--- config.mk ---
export PLATFORM = sky130hd
export DESIGN_NAME = batch_ram_sequencer
export DESIGN_NICKNAME = d
export VERILOG_FILES = /design/src/rtl/batch_ram_sequencer.sv
export SDC_FILE = /design/constraint.sdc
export NUM_CORES = 1
export LEC_CHECK = 0
export ABC_AREA = 1
export CAP_MARGIN = 25
export CORE_AREA = 2 2 105 107
export DETAILED_ROUTE_END_ITERATION = 10
export DIE_AREA = 0 0 107 109
export PLACE_DENSITY = 0.77
export SYNTH_ARGS = -nofsm -noshare
export SYNTH_HDL_FRONTEND = slang
export SYNTH_SLANG_ARGS = --single-unit
--- constraint.sdc ---
create_clock -name clk -period 2.9 [get_ports clk]
set_input_delay 0.58 -clock clk [delete_from_list [all_inputs] [get_ports clk]]
set_output_delay 0.58 -clock clk [all_outputs]
set_load 0.05 [all_outputs]
--- src/rtl/batch_ram_sequencer.sv ---
// batch_ram_sequencer: packs samples into a 4-section circular sample RAM and sequences read/result addresses
module batch_ram_sequencer #(
    parameter  int N     = 4,
    parameter  int DEPTH = 220,
    parameter  int DSR   = 1,
    localparam int DS    = (DEPTH + DSR - 1) / DSR,
    localparam int SW    = $clog2(4 * DS),
    localparam int RW    = $clog2(2 * DS)
) (
    input  logic             clk,
    input  logic             rst,
    input  logic [N-1:0]     in,
    input  logic             sample_en,
    output logic             sampleWrite,
    output logic [N*DSR-1:0] sampleDataIn,
    output logic [SW-1:0]    sampleAddrIn,
    output logic [SW-1:0]    sampleAddrOut1,
    output logic [SW-1:0]    sampleAddrOut2,
    output logic [SW-1:0]    sampleAddrOut3,
    output logic             resWriteB,
    output logic [RW-1:0]    resAddrInB,
    output logic [RW-1:0]    resAddrOutB,
    output logic             resWriteF,
    output logic [RW-1:0]    resAddrInF,
    output logic [RW-1:0]    resAddrOutF,
    output logic             batch_start,
    output logic             valid
);
    localparam int CW = (DSR > 1) ? $clog2(DSR) : 1;
    localparam logic [SW-1:0] DS_S = SW'(DS);
    localparam logic [SW-1:0] LAST = SW'(DS - 1);
    localparam logic [RW-1:0] DS_R = RW'(DS);

    typedef struct packed {
        logic             write;
        logic [N*DSR-1:0] data;
        logic [SW-1:0]    addr;
        logic [SW-1:0]    out1;
        logic [SW-1:0]    out2;
        logic [SW-1:0]    out3;
        logic             wb;
        logic [RW-1:0]    inb;
        logic [RW-1:0]    outb;
        logic             wf;
        logic [RW-1:0]    inf;
        logic [RW-1:0]    outf;
        logic             bs;
        logic             valid;
    } out_t;

    out_t          out_q, out_d;
    logic [CW-1:0] cnt_q, cnt_d;
    logic [1:0]    sec_q, sec_d, warm_q, warm_d, sm1, sm2;
    logic [SW-1:0] off_q, off_d, rev;
    logic [RW-1:0] bank, nbank;
    logic [N*DSR-1:0] word;
    logic          wc, wrap, warm;

    if (DSR == 1) begin : g_pack
        assign word = in;
    end else begin : g_pack
        logic [N*(DSR-1)-1:0] pack_q;
        assign word = {in, pack_q};
        // older samples of the word being assembled, oldest in the LSBs
        always_ff @(posedge clk) pack_q <= rst ? '0 : sample_en ? word[N*DSR-1:N] : pack_q;
    end

    // next-state for pointers, warm-up and the registered RAM controls
    always_comb begin
        wc     = sample_en && cnt_q == CW'(DSR - 1);
        wrap   = off_q == LAST;
        warm   = warm_q == 2'd3;
        sm1    = sec_q - 2'd1;
        sm2    = sec_q - 2'd2;
        rev    = LAST - off_q;
        bank   = sec_q[0] ? DS_R : '0;
        nbank  = sec_q[0] ? '0 : DS_R;
        cnt_d  = sample_en ? (wc ? '0 : cnt_q + CW'(1)) : cnt_q;
        off_d  = wc ? (wrap ? '0 : off_q + SW'(1)) : off_q;
        sec_d  = (wc && wrap) ? sec_q + 2'd1 : sec_q;
        warm_d = (wc && wrap && !warm) ? warm_q + 2'd1 : warm_q;
        out_d  = out_q;
        out_d.write = wc;
        out_d.bs    = wc && off_q == '0 && warm_q != 2'd0;
        out_d.wb    = wc && warm;
        out_d.wf    = wc && warm;
        out_d.valid = out_q.valid || (wc && warm);
        if (wc) begin
            out_d.data = word;
            out_d.addr = SW'(sec_q) * DS_S + off_q;
            out_d.out1 = SW'(sm1) * DS_S + rev;
            out_d.out2 = SW'(sm2) * DS_S + rev;
            out_d.out3 = SW'(sm2) * DS_S + off_q;
            out_d.inb  = bank + RW'(rev);
            out_d.outb = nbank + RW'(off_q);
            out_d.inf  = bank + RW'(off_q);
            out_d.outf = nbank + RW'(off_q);
        end
    end

    // state and output registers; reset discards any partial word
    always_ff @(posedge clk) begin
        if (rst) begin
            cnt_q  <= '0;
            sec_q  <= '0;
            off_q  <= '0;
            warm_q <= '0;
            out_q  <= '0;
        end else begin
            cnt_q  <= cnt_d;
            sec_q  <= sec_d;
            off_q  <= off_d;
            warm_q <= warm_d;
            out_q  <= out_d;
        end
    end

    assign sampleWrite    = out_q.write;
    assign sampleDataIn   = out_q.data;
    assign sampleAddrIn   = out_q.addr;
    assign sampleAddrOut1 = out_q.out1;
    assign sampleAddrOut2 = out_q.out2;
    assign sampleAddrOut3 = out_q.out3;
    assign resWriteB      = out_q.wb;
    assign resAddrInB     = out_q.inb;
    assign resAddrOutB    = out_q.outb;
    assign resWriteF      = out_q.wf;
    assign resAddrInF     = out_q.inf;
    assign resAddrOutF    = out_q.outf;
    assign batch_start    = out_q.bs;
    assign valid          = out_q.valid;
endmodule
After elaboration in Yosys (flattened, before gate mapping)
Cells that the tools add are included.
{"block": "classes", "addsub": 14, "n_mul": 3, "n_div": 0, "magnitude_cmp": 0, "n_eq_ne": 2, "shifts": 0, "mux": 4, "bitwise": 1, "reduce_logical": 10}
{"op": "adder 10 bit", "n": 4}
{"op": "adder 8 x 9 -> 9 bit", "n": 3}
{"op": "multiplier 2 x 6 -> 8 bit (second input constant)", "n": 3}
{"op": "2-to-1 mux 8 bit", "n": 2}
{"op": "adder 10 x 1 -> 10 bit (second input constant)", "n": 1}
{"op": "equality test 10 x 8 -> 1 bit (second input constant)", "n": 1}
{"op": "logical NOT 10 bit", "n": 1}
{"op": "2-to-1 mux 10 bit", "n": 1}
{"op": "subtractor 8 x 10 -> 10 bit (first input constant)", "n": 1}
{"op": "logical AND 1 bit", "n": 6}
{"op": "adder 2 x 1 -> 2 bit (second input constant)", "n": 2}
{"op": "equality test 2 bit (second input constant)", "n": 1}
{"op": "nonzero test 2 bit", "n": 1}
{"op": "subtractor 2 x 1 -> 2 bit (second input constant)", "n": 1}
{"op": "subtractor 2 bit (second input constant)", "n": 1}
{"op": "adder 1 bit (second input constant)", "n": 1}
{"op": "logical NOT 1 bit", "n": 1}
{"op": "logical OR 1 bit", "n": 1}
{"op": "2-to-1 mux 1 bit", "n": 1}
{"op": "NOT 1 bit", "n": 1}
{"block": "word_totals", "ff_bits": 90, "latchBits": 0, "mem_bits_rw": 0, "rom_bits": 0, "output_inout_bits": 85, "elab_cells": 50, "n_memories": 0}

Longest topological paths before layout
Gate-level depths: netlist of run 1.
{"block": "depth", "ltp_word": 4, "depth_mapped": 16}

Worst setup path before layout of run 1
OpenSTA, ideal clock, no wires.
{"block": "synth_path", "path_type": "reg-to-reg", "start": "register sec_q[0]", "end": "register out_q, in the netlist sampleAddrOut1[9]", "setup_ps": 109, "t_arrival_ps": 2588, "t_required_ps": 2791, "slack_ps": 204, "path_stages_with_launch": 16, "path_buffers": 0, "synth_period_minus_slack_ps": 2696, "cell_sequence": "dfxtp_1 -> inv_1 -> ha_1 -> xnor2_1 -> inv_1 -> ha_1 -> nand3_1 -> nand2_1 -> nand3_1 -> nand2_1 -> nand3_1 -> nand2_1 -> nand3_1 -> nand3_1 -> nand2_1 -> inv_1"}
{"block": "synth_via", "elab_chain_cells": 3}
{"item": "start: declaration", "line_no": "53", "text": "logic [1:0] sec_q, sec_d, warm_q, warm_d, sm1, sm2;"}
{"item": "start signal: assignment", "line_no": "105", "text": "sec_q <= '0;"}
{"item": "start signal: assignment", "line_no": "111", "text": "sec_q <= sec_d;"}
{"item": "subtractor 2 x 1 -> 2 bit", "line_no": "73", "text": "sm1 = sec_q - 2'd1;"}
{"item": "multiplier 2 x 6 -> 8 bit", "line_no": "91", "text": "out_d.out1 = SW'(sm1) * DS_S + rev;"}
{"item": "adder 10 bit", "line_no": "91"}
{"item": "end signal: assignment", "line_no": "114", "text": "out_q <= out_d;"}
{"item": "end: declaration", "line_no": "51", "text": "out_t out_q, out_d;"}
Every way passes these cells.
A chain may end at the register's enable or synchronous reset.

Worst setup path after layout of run 1
{"block": "layout_path", "start": "register sec_q[1]", "end": "register out_q, in the netlist sampleAddrOut1[9]"}
The elaborated chain is that of the path after synthesis.

==> flow_metrics.env, run 1 <==
export IMPL_vias=4475
export IMPL_yosysTopAreaCell="dfxtp_1"
export IMPL_drt_initial_drc_count=212
export IMPL_cts_setup_buffers=0
export IMPL_cts_buffers=9
export IMPL_p_int_mw=1.76
export IMPL_synthArstFlopShare=0
export IMPL_crit_path_max_fanout=5
export IMPL_maxSlewViolCount=0
export IMPL_hold_buffers=0
export IMPL_synth_warning_count=0
export IMPL_place_gp_congestion=0.939
export IMPL_worstPathArrival_ps=2790
export IMPL_clkTransAtPathRegs_ps=90
export IMPL_tritoncts="yes"
export IMPL_cts_buffer_depth=2
export IMPL_power_switching_mw=0.826
export IMPL_fillCellCount=957
export IMPL_cts_resized=0
export IMPL_postSynthAreaPerCell_um2=7.43
export IMPL_dieArea_um2=11700
export IMPL_drt_total_wl_um=12300
export IMPL_reg2regPathDepth=15
export IMPL_synth_common_cells="nand2_1, inv_1, dfxtp_1, nor2_1, o21ai_0"
export IMPL_status="finished, final reports clean"
export IMPL_drive_above_1_share=0.0746
export IMPL_required_ps=3160
export IMPL_cap_violations=0
export IMPL_final_cells=877
export IMPL_syn_nets=731
export IMPL_ctsRootBufferMaster="clkbuf_8"
export IMPL_crit_path_start_kind="register"
export IMPL_p_clk_frac=0.359
export IMPL_num_rows=38
export IMPL_hold_violations=0
export IMPL_synth_cell_types=41
export IMPL_antenna_found_initial=0
export IMPL_ys_seq_area_frac=0.303
export IMPL_clock_sinks=75
export IMPL_endpoint="sampleAddrOut1[9]$_SDFFE_PP0P_"
export IMPL_grtUsageTotal=0.222
export IMPL_hold_path_class="reg2reg"
export IMPL_ys_flop_type="dfxtp_1"
export IMPL_synth_cell_area_um2=4960
export IMPL_slew_headroom=0.514
export IMPL_grt_overflow_total=0
export IMPL_comb_power_share=0.209
export IMPL_drc=0
export IMPL_switching_share=0.320
export IMPL_r2r_slack_ps=380
export IMPL_dp_cells=862
export IMPL_antenna_cells=0
export IMPL_io_pins=92
export IMPL_pwr_share_seq=0.433
export IMPL_grt_max_degree=80
export IMPL_die_w_um=107
export IMPL_die_h_um=109
export IMPL_leakage_nw=2.85
export IMPL_grt_pass1_wl_um=20400
export IMPL_critPathLaunch="sec_q[1]$_SDFFE_PP0P_"
export IMPL_synth_edf_count=0
export IMPL_yosysMostFrequentCell="nand2_1"
export IMPL_clock_skew_ps=11.8
export IMPL_start_util=0.468
export IMPL_fmaxAchievable_mhz=396
export IMPL_ant_nets=0
export IMPL_synthDominantCellAreaShare=0.303
export IMPL_worst_pin_slew_ps=728
export IMPL_p_total_mw=2.58
export IMPL_core_um2=10600
export IMPL_drt_pass1_iter_count=5
export IMPL_viasPerCell=5.10
export IMPL_syn_inst=668
export IMPL_place_hpwl_um=9390
export IMPL_final_period_utilization=0.870
export IMPL_htreeDepth=3
export IMPL_first_global_vias=4327
export IMPL_nNetsFinal=796
export IMPL_cp_end_kind="register"
export IMPL_numPortBuffers=91
export IMPL_power_density_nw_per_um2=426
export IMPL_rsz0062_at_grt="false"
export IMPL_r2r_start="sec_q[1]$_SDFFE_PP0P_"
export IMPL_r2r_end="sampleAddrOut1[9]$_SDFFE_PP0P_"
export IMPL_period_needed_ps=2520
export IMPL_fin_tns_setup_ps=0
export IMPL_wl_per_cell_um=14.0
export IMPL_ir_drop_v=0.000231
export IMPL_area_growth_pct=22.1
export IMPL_synth_seq_cells=75
export IMPL_synthTopCellsByArea="dfxtp_1, ha_1, nand2_1"
export IMPL_path_class="reg2reg"
export IMPL_insertion_delay_ps=370
export IMPL_setup_viol=0
-- sequential cells by signal, indices dropped and copies added, names as in the netlist, 2 cells and up --
signal / flops
sec_q: 2
warm_q: 2
sampleAddrIn: 10
resAddrInB: 6
off_q: 10
sampleAddrOut2: 7
sampleAddrOut3: 7
sampleAddrOut1: 10
sampleDataIn: 4
resAddrOutB: 6
resAddrInF: 6
-- critical path: stages, from the launching register on --
cell,delay (ps)
dfxtp_1,410
inv_1,130
ha_1,410
xnor2_1,310
inv_1,80
ha_1,290
nand3_1,80
nand2_1,110
nand3_1,100
nand2_1,70
nand3_1,100
nand2_1,50
nand3_1,70
nand3_1,70
nand2_1,80
inv_1,40
-- per-stage QoR --
stage	utilization	setup slack, ps	hold WS (ps)	instance area, um2
2_1_floorplan	-	204	414	4960
3_3_place_gp	0.550	449	424	5840
3_5_place_dp	0.550	419	443	5840
4_1_cts	0.571	379	468	6060
5_1_grt	0.571	166	490	6060
6_report	0.571	376	464	6060
-- cell type report --
| type | instances | area, um2 | share of cell area |
|---|---|---|---|
| clock buffers | 10 | 138 | 0.0227 |
| well taps | 140 | 175 | 0.0289 |
| flip-flops and latches | 75 | 1500 | 0.248 |
| clock inverters | 5 | 85.1 | 0.0140 |
| multi-input cells | 460 | 2840 | 0.469 |
| inverters | 84 | 319 | 0.0527 |
| repair buffers | 103 | 1000 | 0.165 |
-- logic make-up (layout without fill, tap and decap cells) --
group | count (synthesis) | after routing | synth area share
xor gates and xnor gates | 40 | 40 | 0.0706
buffers and inverters | 133 | 202 | 0.125
adders and majority gates | 56 | 56 | 0.152
AOI/OAI and AO/OA | 121 | 121 | 0.134
DFF | 75 | 75 | 0.303
and+or+nand+nor | 243 | 243 | 0.216
-- how the worst min path moves through the flow --
stage | depth (start not counted) | start | endpoint | slack (ps)
3_5_place_dp | 2 | cnt_q$_SDFFE_PP0P_ | cnt_q$_SDFFE_PP0P_ | 440
2_1_floorplan | 2 | cnt_q$_SDFFE_PP0P_ | cnt_q$_SDFFE_PP0P_ | 410
3_3_place_gp | 2 | cnt_q$_SDFFE_PP0P_ | cnt_q$_SDFFE_PP0P_ | 420
6_report | 2 | valid$_SDFF_PP0_ | valid$_SDFF_PP0_ | 460
4_1_cts | 2 | cnt_q$_SDFFE_PP0P_ | cnt_q$_SDFFE_PP0P_ | 470
5_1_grt | 2 | cnt_q$_SDFFE_PP0P_ | cnt_q$_SDFFE_PP0P_ | 490
-- metal layers --
metal	track usage	vias up	part of all wire
met5	0	-	0
met4	0.0779	0	0.023
met3	0.0460	24	0.050
met2	0.384	111	0.49
met1	0.275	2090	0.44
li1	-	2250	-
-- layout by cell type, fill, tap and decap left out, types with 6 or more instances in the layout --
cell type and n:
a21oi_1 46, buf_4 12, clkbuf_8 10, clkdlybuf4s50_1 91, dfxtp_1 75, fa_1 7
ha_1 49, inv_1 79, nand2_1 108, nand2_2 11, nand3_1 29, nor2_1 74
o211ai_1 6, o21ai_0 52, xnor2_1 13, xor2_1 27
-- power by group through the flow --
stage                     clock [mW]  sequential [mW]  combinational [mW]
after global placement             0             1.14               0.535
after detailed placement           0             1.14               0.539
final                          0.926             1.12               0.539
after global routing           0.974             1.13               0.568
after floorplan                    0             1.32               0.213
after CTS                      0.935             1.12               0.542
No activity file was read; power rests on OpenSTA's default activity.
==> inputs of run 2 (changes only) <==
--- a/config.mk
+++ b/config.mk
@@ -7,10 +7,10 @@
 export LEC_CHECK = 0
 export ABC_AREA = 1
 export CAP_MARGIN = 25
-export CORE_AREA = 2 2 105 107
+export CORE_AREA = 2 2 108 110
 export DETAILED_ROUTE_END_ITERATION = 10
-export DIE_AREA = 0 0 107 109
-export PLACE_DENSITY = 0.77
+export DIE_AREA = 0 0 110 112
+export PLACE_DENSITY = 0.74
 export SYNTH_ARGS = -nofsm -noshare
 export SYNTH_HDL_FRONTEND = slang
 export SYNTH_SLANG_ARGS = --single-unit
==> flow_metrics.env, run 2 (synthesis results as in run 1) <==
export IMPL_maxSlewViolCount=0
export IMPL_drt_total_wl_um=13100
export IMPL_insertion_delay_ps=340
export IMPL_hold_violations=0
export IMPL_fillCellCount=1039
export IMPL_layout_commonest_cell="nand2_1"
export IMPL_vias=4471
export IMPL_min_path_cells=2
export IMPL_antenna_cells=0
export IMPL_first_global_vias=4346
export IMPL_path_class="reg2reg"
export IMPL_drt_pass1_iter_count=5
export IMPL_pwr_share_seq=0.405
export IMPL_power_switching_mw=0.852
export IMPL_grt_overflow_total=0
export IMPL_grt_pass1_wl_um=21600
export IMPL_drive_above_1_share=0.0707
export IMPL_crit_path_max_fanout=7
export IMPL_place_gp_congestion=0.956
export IMPL_fmaxAchievable_mhz=375
export IMPL_p_total_mw=2.77
export IMPL_antenna_found_initial=0
export IMPL_clock_sinks=75
export IMPL_p_clk_frac=0.400
export IMPL_p_int_mw=1.92
export IMPL_required_ps=3130
export IMPL_comb_power_share=0.195
export IMPL_dp_cells=863
export IMPL_status="finished, final reports clean"
export IMPL_utilization=0.547
export IMPL_viasPerCell=5.09
export IMPL_numPortBuffers=91
export IMPL_top_layer="met4"
export IMPL_power_density_nw_per_um2=453
export IMPL_clock_skew_ps=6.22
export IMPL_die_h_um=112
export IMPL_tritoncts="yes"
export IMPL_drc=0
export IMPL_final_cells=878
export IMPL_layout_common_cells="nand2_1, clkdlybuf4s50_1, inv_1, dfxtp_1, nor2_1"
export IMPL_cts_resized=0
export IMPL_drt_initial_drc_count=286
export IMPL_leakage_nw=2.87
export IMPL_htreeDepth=3
export IMPL_final_period_utilization=0.920
export IMPL_num_rows=39
export IMPL_grt_max_degree=80
export IMPL_io_pins=92
export IMPL_wl_met2_um=6360
export IMPL_cap_violations=0
export IMPL_ir_drop_v=0.000284
export IMPL_dieArea_um2=12300
export IMPL_period_needed_ps=2670
export IMPL_ant_nets=0
export IMPL_placed_cell_area_um2=5820
export IMPL_place_hpwl_um=10000
export IMPL_worst_pin_slew_ps=740
export IMPL_hold_path_class="reg2reg"
export IMPL_wl_per_cell_um=14.9
export IMPL_worstPathArrival_ps=2900
export IMPL_core_um2=11200
export IMPL_fin_area_um2=6120
export IMPL_start_util=0.444
export IMPL_fin_tns_setup_ps=0
export IMPL_area_growth_pct=23.3
export IMPL_hold_buffers=0
export IMPL_cp_end_kind="register"
export IMPL_ctsRootBufferMaster="clkbuf_16"
export IMPL_rsz0062_at_grt="false"
export IMPL_slew_headroom=0.507
export IMPL_clkTransAtPathRegs_ps=60
export IMPL_met3_length_um=622
export IMPL_crit_path_start_kind="register"
export IMPL_grtUsageTotal=0.225
export IMPL_wl_met1_um=5680
export IMPL_cts_buffers=9
export IMPL_die_w_um=110
export IMPL_reg2regPathDepth=12
export IMPL_cts_setup_buffers=0
export IMPL_cts_buffer_depth=2
export IMPL_nNetsFinal=794
export IMPL_switching_share=0.307
export IMPL_setup_viol=0
[run 2: cell types whose count changed in the layout (fill, tap and decap cells not counted)]
cell | before | now
buf_4 | 12 | 10
bufinv_16 | 2 | 1
clkbuf_16 | 0 | 9
clkbuf_8 | 10 | 0
clkinv_4 | 1 | 2
clkbuf_1 | 0 | 1
[run 2: final timing paths]
path / from / to / slack [ps]
worst max-delay path: off_q[3]$_SDFFE_PP0P_ / resAddrInB[8]$_SDFFE_PP0P_ / 230
worst min-delay path: cnt_q$_SDFFE_PP0P_ / cnt_q$_SDFFE_PP0P_ / 440
worst max register to register: off_q[3]$_SDFFE_PP0P_ / resAddrInB[8]$_SDFFE_PP0P_ / 230
worst min register to register: cnt_q$_SDFFE_PP0P_ / cnt_q$_SDFFE_PP0P_ / 440
[run 2: power by group through the flow]
stage	Sequential (mW)	Clock [mW]	Combinational (mW)
3_3_place_gp	1.14	0	0.538
5_1_grt	1.13	1.18	0.571
6_report	1.12	1.11	0.541
2_1_floorplan	1.32	0	0.213
4_1_cts	1.12	1.13	0.545
3_5_place_dp	1.14	0	0.543
[run 2: worst max-delay path, stage by stage (launching register included)]
cell	delay [ps]
dfxtp_1	500
inv_1	170
ha_1	360
inv_1	170
fa_1	460
nand2_1	80
nand2_1	60
nand3_1	100
nand2_1	70
a21oi_1	250
xor2_1	130
o21ai_0	170
inv_1	50
[run 2: final cells by class]
class | count | area, um2 | area share
Multi-Input combinational cell | 460 | 2840 | 0.464
Sequential cell | 75 | 1500 | 0.245
Timing Repair Buffer | 101 | 986 | 0.161
Clock inverter | 5 | 63.8 | 0.0104
Clock buffer | 10 | 229 | 0.0374
Tap cell | 143 | 179 | 0.0292
Inverter | 84 | 319 | 0.0522
[run 2: stage by stage]
step | hold slack, ps | worst slack, ps
finish | 445 | 231
global route | 466 | 45.2
CTS | 445 | 232
detailed placement | 435 | 266
global placement | 427 | 306
floorplan | 414 | 204
[run 2: layer usage]
metal,vias to the layer above,global-route usage
li1,2247,-
met1,2081,0.290
met2,116,0.366
met3,27,0.0404
met4,0,0.0979
met5,-,0
